File: src/rtl/simon_pkg.sv
// Shared types and constants for the colour-sequence game datapath.
// Colour encoding, LED one-hot mapping, sequence depth and LFSR feedback taps.
package simon_pkg;

    localparam int unsigned MAX_ROUNDS = 32;

    // Galois right-shift feedback for x^16 + x^14 + x^13 + x^11 + 1.
    localparam logic [15:0] LFSR_TAPS = 16'hB400;

    typedef enum logic [1:0] {
        RED    = 2'd0,
        GREEN  = 2'd1,
        BLUE   = 2'd2,
        YELLOW = 2'd3
    } colour_t;

    typedef logic [2:0] speed_t;

    function automatic logic [3:0] onehot(input colour_t c);
        onehot = 4'b0001 << c;
    endfunction

endpackage

File: src/rtl/sequence_datapath_pulse_timer.sv
// Periodic one-cycle tick, period = max(BASE_PERIOD >> speed_q, MIN_PERIOD) cycles.
// Registered pulse output; restart reloads the count and suppresses the tick; no backpressure.
module pulse_timer
    import simon_pkg::*;
#(
    parameter int unsigned BASE_PERIOD = 25_000_000,
    parameter int unsigned MIN_PERIOD  = 1_000_000
) (
    input  logic   clk,
    input  logic   reset,
    input  logic   restart,
    input  speed_t speed_q,
    output logic   pulse
);

    logic [31:0] w_scaled;
    logic [31:0] w_period;
    logic [31:0] r_timer;
    logic        r_pulse;

    assign w_scaled = 32'(BASE_PERIOD) >> speed_q;
    assign w_period = (w_scaled < 32'(MIN_PERIOD)) ? 32'(MIN_PERIOD) : w_scaled;

    always_ff @(posedge clk or negedge reset) begin
        if (!reset) begin
            r_timer <= 32'(BASE_PERIOD) - 32'd1;
            r_pulse <= 1'b0;
        end else if (restart) begin
            r_timer <= w_period - 32'd1;
            r_pulse <= 1'b0;
        end else if (r_timer == 32'd0) begin
            r_timer <= w_period - 32'd1;
            r_pulse <= 1'b1;
        end else begin
            r_timer <= r_timer - 32'd1;
            r_pulse <= 1'b0;
        end
    end

    assign pulse = r_pulse;

endmodule

File: src/rtl/sequence_datapath.sv
// Command-driven responder: seed/LFSR colour generation, sequence store, LED flash, press compare.
// LED one cycle after flash_clk, result combinational, pulse registered; commands always accepted.
module sequence_datapath
    import simon_pkg::*;
#(
    parameter int unsigned BASE_PERIOD = 25_000_000,
    parameter int unsigned MIN_PERIOD  = 1_000_000,
    parameter int unsigned LFSR_W      = 16
) (
    input  logic       clk,
    input  logic       reset,
    input  logic       rst_seedgen,
    input  logic       start,
    input  logic       load_colour,
    input  logic       load_speed,
    input  logic [2:0] speed,
    input  logic       flash_clk,
    input  logic [5:0] check_round,
    input  logic [5:0] current_round,
    input  logic [3:0] player_input,
    output logic       pulse,
    output logic       result,
    output logic [3:0] led
);

    localparam logic [LFSR_W-1:0] TAPS = LFSR_W'(LFSR_TAPS);

    logic [LFSR_W-1:0] r_seed;
    logic [LFSR_W-1:0] r_lfsr;
    logic [LFSR_W-1:0] w_lfsr_step;
    speed_t            r_speed_q;
    colour_t           r_seq [MAX_ROUNDS];
    logic [3:0]        r_led;
    logic [3:0]        r_press;
    logic [5:0]        r_check_prev;
    logic              w_valid;
    logic [4:0]        w_idx;
    logic [3:0]        w_sel_oh;
    logic              w_write;

    assign w_lfsr_step = r_lfsr[0] ? ((r_lfsr >> 1) ^ TAPS) : (r_lfsr >> 1);

    assign w_valid  = (check_round != 6'd0) && (check_round <= current_round);
    assign w_idx    = current_round[4:0] - check_round[4:0];
    assign w_sel_oh = onehot(r_seq[w_idx]);
    assign w_write  = load_colour && (current_round < 6'(MAX_ROUNDS));

    always_ff @(posedge clk or negedge reset) begin
        if (!reset) begin
            r_seed <= '0;
            r_lfsr <= '0;
        end else begin
            r_seed <= rst_seedgen ? '0 : r_seed + LFSR_W'(1);
            // A start loads from the pre-clear seed, forced odd so the LFSR never locks at zero.
            if (start)
                r_lfsr <= r_seed | LFSR_W'(1);
            else if (load_colour)
                r_lfsr <= w_lfsr_step;
        end
    end

    always_ff @(posedge clk or negedge reset) begin
        if (!reset) begin
            for (int i = 0; i < int'(MAX_ROUNDS); i++)
                r_seq[i] <= RED;
        end else if (w_write) begin
            r_seq[current_round[4:0]] <= colour_t'(w_lfsr_step[1:0]);
        end
    end

    always_ff @(posedge clk or negedge reset) begin
        if (!reset) begin
            r_speed_q    <= '0;
            r_led        <= 4'b0000;
            r_press      <= 4'b0000;
            r_check_prev <= 6'd0;
        end else begin
            if (load_speed)
                r_speed_q <= speed;
            r_led <= (flash_clk && w_valid) ? w_sel_oh : 4'b0000;
            // A new segment discards any press captured against the previous one.
            if (check_round != r_check_prev)
                r_press <= 4'b0000;
            else if (player_input != 4'b0000)
                r_press <= player_input;
            r_check_prev <= check_round;
        end
    end

    pulse_timer #(
        .BASE_PERIOD (BASE_PERIOD),
        .MIN_PERIOD  (MIN_PERIOD)
    ) u_pulse_timer (
        .clk     (clk),
        .reset   (reset),
        .restart (start | load_speed),
        .speed_q (r_speed_q),
        .pulse   (pulse)
    );

    assign result = w_valid && (r_press == w_sel_oh);
    assign led    = r_led;

endmodule

File: config.mk
export PLATFORM = sky130hd
export DESIGN_NAME = sequence_datapath
export DESIGN_NICKNAME = d
export VERILOG_FILES = /design/src/rtl/simon_pkg.sv /design/src/rtl/sequence_datapath_pulse_timer.sv /design/src/rtl/sequence_datapath.sv
export SDC_FILE = /design/constraint.sdc
export NUM_CORES = 1
export LEC_CHECK = 0
export BUFFER_PORTS_ARGS = -buffer_cell sky130_fd_sc_hd__clkbuf_2
export CAP_MARGIN = 20
export CORE_MARGIN = 5
export CORE_UTILIZATION = 44
export CTS_BUF_LIST = sky130_fd_sc_hd__clkbuf_16
export DETAILED_ROUTE_END_ITERATION = 7
export PLACE_DENSITY_LB_ADDON = 0.08
export SLEW_MARGIN = 20
export SYNTH_ARGS = -nofsm -noshare
export SYNTH_HDL_FRONTEND = slang
export SYNTH_SLANG_ARGS = --single-unit
File: constraint.sdc
create_clock -name clk -period 2.6 [get_ports clk]
set_input_delay 0.13 -clock clk [delete_from_list [all_inputs] [get_ports clk]]
set_output_delay 0.13 -clock clk [all_outputs]
set_load 0.02 [all_outputs]
# Word level (Yosys, flattened, before mapping)
# Index checks and enable logic that the tools add are counted.
dict set report classes {
  n_addsub 4
  order_cmp 6
  n_eq_ne 2
  shifts 2
  muxes 18
  bitwise 4
  n_reduce_logical 10
}
# operator n
set ops {}
lappend ops {{32-bit two-way mux} 3}
lappend ops {{64-bit bitwise mux} 1}
lappend ops {{16-bit two-way mux} 4}
lappend ops {{32-bit by 1-bit subtractor with 32-bit output, second input constant} 2}
lappend ops {{32-bit zero test} 1}
lappend ops {{32-bit by 20-bit < comparator with 1-bit output, second input constant} 1}
lappend ops {{25-bit by 3-bit >> shifter with 32-bit output, first input constant} 1}
lappend ops {{16-bit by 1-bit adder with 16-bit output, second input constant} 1}
lappend ops {{6-bit greater-or-equal comparator, second input constant} 2}
lappend ops {{4-bit two-way mux} 3}
lappend ops {{5-bit inverter with 6-bit output} 2}
lappend ops {{2-bit binary-select mux with 5-bit select} 1}
lappend ops {{2-bit demux with 5-bit select} 1}
lappend ops {{6-bit less-or-equal comparator} 1}
lappend ops {{6-bit by 1-bit < comparator with 1-bit output, second input constant} 1}
lappend ops {{6-bit < comparator, second input constant} 1}
lappend ops {{2-bit two-way mux} 3}
lappend ops {{6-bit != test} 1}
lappend ops {{6-bit nonzero test} 1}
lappend ops {{1-bit logical AND} 5}
lappend ops {{5-bit subtractor} 1}
lappend ops {{4-bit == test} 1}
lappend ops {{3-bit inverter with 4-bit output} 1}
lappend ops {{2-bit nonzero test} 2}
lappend ops {{other kinds (4)} 5}
dict set report word_totals {
  reg_bits 146
  input_bits 26
  out_inout_bits 6
  word_cells 86
}

# Logic depth before layout (Yosys ltp)
dict set report depth {
  depth_word 8
  mapped_depth 13
  depth_no_buf 12
}

# Cells and area by module
# Synthesis repeated with hierarchy kept, for this count alone.
dict set report hier_totals {
  cells_unflattened 687
  hier_area_um2 7639.8
}
# module n_inst cells_each area_each_um2 seq_area_each_um2
set by_module_without_submodules {}
lappend by_module_without_submodules {sequence_datapath 1 488 5695.5 2827.7}
lappend by_module_without_submodules {pulse_timer 1 199 1944.4 847.1}

# Worst setup path before layout
# Ideal clock, no wire load.
dict set report synth_timing {
  path_kind {in2out}
  from {input current_round[0]}
  to {output result}
  arrival_ns 3.009
  required_ns 2.470
  setup_slack_ns -0.539
  path_stages 13
  n_path_buf 1
  path_cell_list {inv_1 > ha_1 > inv_1 > fa_1 > xnor2_2 > buf_6 > mux2_1 > nand4_1 > mux2i_1 > mux2_2 > nand2b_4 > or3_1 > a31oi_1}
}
dict set report synth_via {
  elab_chain_cells 8
  elab_cells_between_ends 10
  classes_between {1 x add/sub; 1 x order compare; 1 x eq/ne; 1 x shift; 3 x mux; 1 x bitwise; 2 x reduce/logical}
}
# item line
set synth_rtl {}
lappend synth_rtl {{start: declaration} sequence_datapath.sv:19} ;# input logic [5:0] current_round,
lappend synth_rtl {{5-bit subtractor} sequence_datapath.sv:44} ;# assign w_idx = current_round[4:0] - check_round[4:0];
lappend synth_rtl {{5-bit inverter with 6-bit output (not written as such)} sequence_datapath.sv:45} ;# assign w_sel_oh = onehot(r_seq[w_idx]);
lappend synth_rtl {{2-bit binary-select mux with 5-bit select} sequence_datapath.sv:45}
lappend synth_rtl {{2-bit two-way mux (not written as such) (2 in a row)} sequence_datapath.sv:45}
lappend synth_rtl {{1-bit by 2-bit << shifter with 4-bit output} simon_pkg.sv:20} ;# onehot = 4'b0001 << c;
lappend synth_rtl {{4-bit == test} sequence_datapath.sv:101} ;# assign result = w_valid && (r_press == w_sel_oh);
lappend synth_rtl {{1-bit logical AND (*)} sequence_datapath.sv:101}
lappend synth_rtl {{end: declaration} sequence_datapath.sv:22} ;# output logic result,
# Mark *: on every way between the ends. The rest lies on a longest branch, timed or not. The select of a mux whose other input is x is not followed.

# Worst setup path in the final report
# Same ends and word-level chain as after synthesis.

==> results.rst <==
.. list-table::
   :header-rows: 1

   * - Metric
     - Value
   * - Footprint of the multi-input gates
     - between 0.003 and 0.004 mm^2
   * - Average via count per standard cell
     - 5.348
   * - Initial standard-cell utilization of the core
     - around 44%
   * - Largest fanout of any net on the critical path
     - 5
   * - Flip-flop and latch area
     - 0.003675 mm^2
   * - Ant diodes
     - 0
   * - Number of placed cells counting well taps
     - 995
   * - Met2 demand-to-capacity share in global routing
     - a little under a third
   * - CP startpoint kind
     - input port
   * - Global Route Usage Sum
     - 18.71%
   * - Global-route wire length before repair
     - 29930 um
   * - Number of nets in the final layout
     - around 850
   * - Vias in the first global route
     - 5952
   * - Final count of hold timing violations
     - 0
   * - Final WS setup
     - -556.0 ps
   * - Clock latency of the later-clocked register in the worst-skew pair
     - 430 ps
   * - Ratio of final minimum period to clock period
     - 121.4%
   * - Final std cells w/o fill
     - between 1000 and 1500
   * - Share of flip-flops with an asynchronous set or reset
     - 100.0%
   * - Most used cells in the layout excluding fill and tap cells
     - sky130_fd_sc_hd__dfrtp_1 (129), sky130_fd_sc_hd__mux2_2 (68), sky130_fd_sc_hd__nand2_1 (67)
   * - Last weighted congestion value of the routability-driven placer
     - 0.8433
   * - Number of standard-cell rows in the floorplan
     - between 40 and 50
   * - Critical-path top delay cell
     - sky130_fd_sc_hd__fa_2
   * - Quantity of I/O buffers inserted on ports
     - 31
   * - Met3 track demand over resource in global routing
     - around 4.4%
   * - TritonCTS clock tree
     - done
   * - Signed area change from the synthesized netlist to the final layout
     - 23.50%
   * - Sequential cell area fraction in the yosys report
     - 48.29%
   * - Post-layout total power
     - 0.006175 W
   * - Crit path capture type
     - output port
   * - Top post-synthesis cells by area
     - sky130_fd_sc_hd__dfrtp_1 (42%), sky130_fd_sc_hd__mux2_2 (11%), sky130_fd_sc_hd__dfstp_2 (5.9%)
   * - Violations in the final reports
     - setup timing
   * - Half-perimeter wire length after detailed placement
     - 12390 um
   * - Type of the worst setup path
     - in -> out
   * - Core area
     - roughly 0.017 mm^2
   * - Maximum number of pins on one net before global-route repair
     - 48
   * - Slew at the pin closest to its max-slew limit
     - 1062 ps
   * - Count of boundary I/O pins
     - 32
   * - Setup Viol. Count Final
     - 1
   * - Clock buffer depth
     - 2
   * - Width of the chip
     - 141.5 um
   * - Count of flip-flops with a built-in enable after synthesis
     - 0
   * - VDD IR max
     - 0.4863 mV
   * - Mean post-synth cell area
     - 10.57 um^2
   * - Post-synth top area share
     - between 40% and 50%
   * - 1st-pass router iterations
     - 4
   * - Unrepaired setup endpoints after global routing
     - true
   * - Fillcell total
     - about 1500
   * - Crit-path most repeated cell
     - sky130_fd_sc_hd__mux2_4
   * - Die height
     - 141.5 um
   * - Post-synthesis cell count
     - 720
   * - Worst rel slew slack
     - 29.20%
   * - Antenna violations before repair
     - 0
   * - Required time reported for the critical path endpoint
     - 2470 ps
   * - Maximum clock skew at final layout
     - 6.784 ps
   * - Worst min-delay path class
     - in -> reg
   * - F_max
     - roughly 320 MHz
   * - Run status
     - finished with violations
   * - Antenna Nets Post-Route
     - 0
   * - Depth of the CTS H-tree
     - 4
   * - Leading cell type in the layout, fill and taps excluded
     - sky130_fd_sc_hd__dfrtp_1
   * - Number of DRC markers after the initial detailed-route iteration
     - ~340
   * - Layout cells sized above 1
     - 29.89%
   * - Total number of vias
     - around 5600
   * - Root Buffer Master
     - sky130_fd_sc_hd__clkbuf_16
   * - Cell area power density
     - 657.0 mW/mm^2
   * - Clock sinks
     - between 100 and 150
   * - Pleak
     - approximately 4.2 nW
   * - Worst endpoint data arrival time
     - 3030 ps
   * - GRT Residual Overflow
     - 0
   * - Cell variety after synth
     - between 50 and 60
   * - Count of max-cap constraint violations
     - 0
   * - Sum of buffers and inverters on the critical path
     - 5
   * - Pins over their slew limit
     - 0
   * - Maximum single-stage delay on the critical path
     - 650 ps
   * - CP cell instances
     - clkbuf_16 > inv_12 > ha_4 > inv_2 > fa_2 > buf_6 > nand3b_1 > mux2_4 > nand4_1 > mux2i_1 > mux2_4 > nand2b_4 > or3_4 > a31oi_4 > buf_8
   * - Yosys warnings
     - 0
   * - Final critical-path required period
     - 3156 ps
   * - Netlist Area Pre-Place
     - 0.007610 mm^2
   * - Family with the most delay on the worst path
     - adder cells
   * - Met1 layer usage reported by global route
     - 24.29%
   * - Top Usage Layer GRT
     - met2
   * - Total wirelength of the detailed-routed design
     - 17550 um
   * - Clock Pin Slew Worst Setup and Hold Paths
     - 60 ps
   * - Die Outline Area
     - roughly 0.02 mm^2
   * - DRC violations left
     - 0
   * - Cell taking the most area after synthesis
     - sky130_fd_sc_hd__dfrtp_1
   * - Post-detailed-route wirelength per cell
     - approximately 17 um
   * - Clock buffers created by TritonCTS
     - 17
   * - Most used flip-flop cell after synthesis
     - sky130_fd_sc_hd__dfrtp_1
   * - Synthesized flop and latch total
     - 146
## cell families after synthesis
family,Yosys count,synth area share [%]
XOR/XNOR,52,6.084
other,1,0.04928
multiplexers,112,16.62
adder cells (fa/ha/maj),15,2.565
buffers and inverters,51,2.746
AND/OR/NAND/NOR,262,17.46
AO/OA/AOI/OAI,81,6.182
flip-flops,146,48.29
## Yosys cell counts, drive strengths merged, types with 5 or more instances
cell type    n
clkbuf      23
mux2i       33
mux2        75
or3          8
nand3       18
xor2        26
nor3        27
a21oi       21
dfrtp      129
xnor2       26
o21ai       34
nand3b      13
nand2       67
buf         10
nand2b       6
nor2        67
a31oi        5
nor4         9
nand4        7
ha          14
dfstp       17
inv         18
nor3b       18
nor2b        8
## worst register-to-register path, cell delays in order, from the launching register on
cell	delay, ps
sky130_fd_sc_hd__dfrtp_1	380
sky130_fd_sc_hd__or4_4	550
sky130_fd_sc_hd__or4_4	470
sky130_fd_sc_hd__nor4_4	170
sky130_fd_sc_hd__and3_4	250
sky130_fd_sc_hd__nor3_2	70
sky130_fd_sc_hd__buf_12	200
sky130_fd_sc_hd__a21oi_1	230
sky130_fd_sc_hd__a21oi_1	70
## repair_timing
action,in CTS,in global routing
gates resized for setup,16,21
pin swaps,3,7
hold buffers,17,0
gates cloned,3,0
setup buffers,3,2
endpoints found under the hold margin,61,0
setup endpoints to repair,1,18
## per-stage QoR
step           setup WS, ps  area [um^2]  util (%)  TNS (ps)  hold WS, ps
5_1_grt              -635.8         9398     54.91    -635.8        23.64
6_report             -556.0         9398     54.91    -556.0        25.31
3_3_place_gp         -557.8         8448     49.36    -747.6        85.19
4_1_cts              -538.2         9394     54.88    -538.2        8.363
2_1_floorplan        -210.2         7685         -    -210.2       -165.6
3_5_place_dp         -608.8         8448     49.36    -887.6        88.93
## final timing paths
path                       cells after the start                           startpoint  slack [ps]                                   to
max in group asynchronous                      3                                reset        1630  u_pulse_timer.r_timer[22]$_DFF_PN1_
hold reg to reg                                1   u_pulse_timer.r_timer[0]$_DFF_PN1_         460   u_pulse_timer.r_timer[0]$_DFF_PN1_
hold / removal                                 2                       check_round[0]          30            r_check_prev[0]$_DFF_PN0_
setup reg to reg                               8  u_pulse_timer.r_timer[15]$_DFF_PN0_         130  u_pulse_timer.r_timer[20]$_DFF_PN1_
setup / recovery                              15                     current_round[0]        -560                               result
min in group asynchronous                      2                                reset         200            r_check_prev[0]$_DFF_PN0_
## power breakdown
group,switching [W],internal (W)
registers,0.000122,0.00243
logic,0.000568,0.000577
clock network,0.00104,0.00144
total,0.00173,0.00445
## area by class of cell
| class | instances | share of cell area, % |
|---|---|---|
| clock buffer | 17 | 4.527 |
| sequential | 146 | 39.10 |
| timing repair buffer | 103 | 9.200 |
| tap | 225 | 2.996 |
| multi-input combinational | 524 | 41.51 |
| clock inverter | 15 | 1.811 |
| inverter | 18 | 0.8521 |
## per-layer routing
metal  wire length, um  vias to the layer above
li1                  -                     2706
met1              7982                     2800
met2              8695                       78
met3               636                       21
met4               237                        0
met5                 0                        -
## flip-flops by register name, indices dropped and copies added, names as in the netlist
register               count
led                        4
r_check_prev               6
r_lfsr                    16
r_press                    4
r_seed                    16
r_seq                     64
r_speed_q                  3
u_pulse_timer.pulse        1
u_pulse_timer.r_timer     32
No activity file was read; power rests on OpenSTA's default activity.
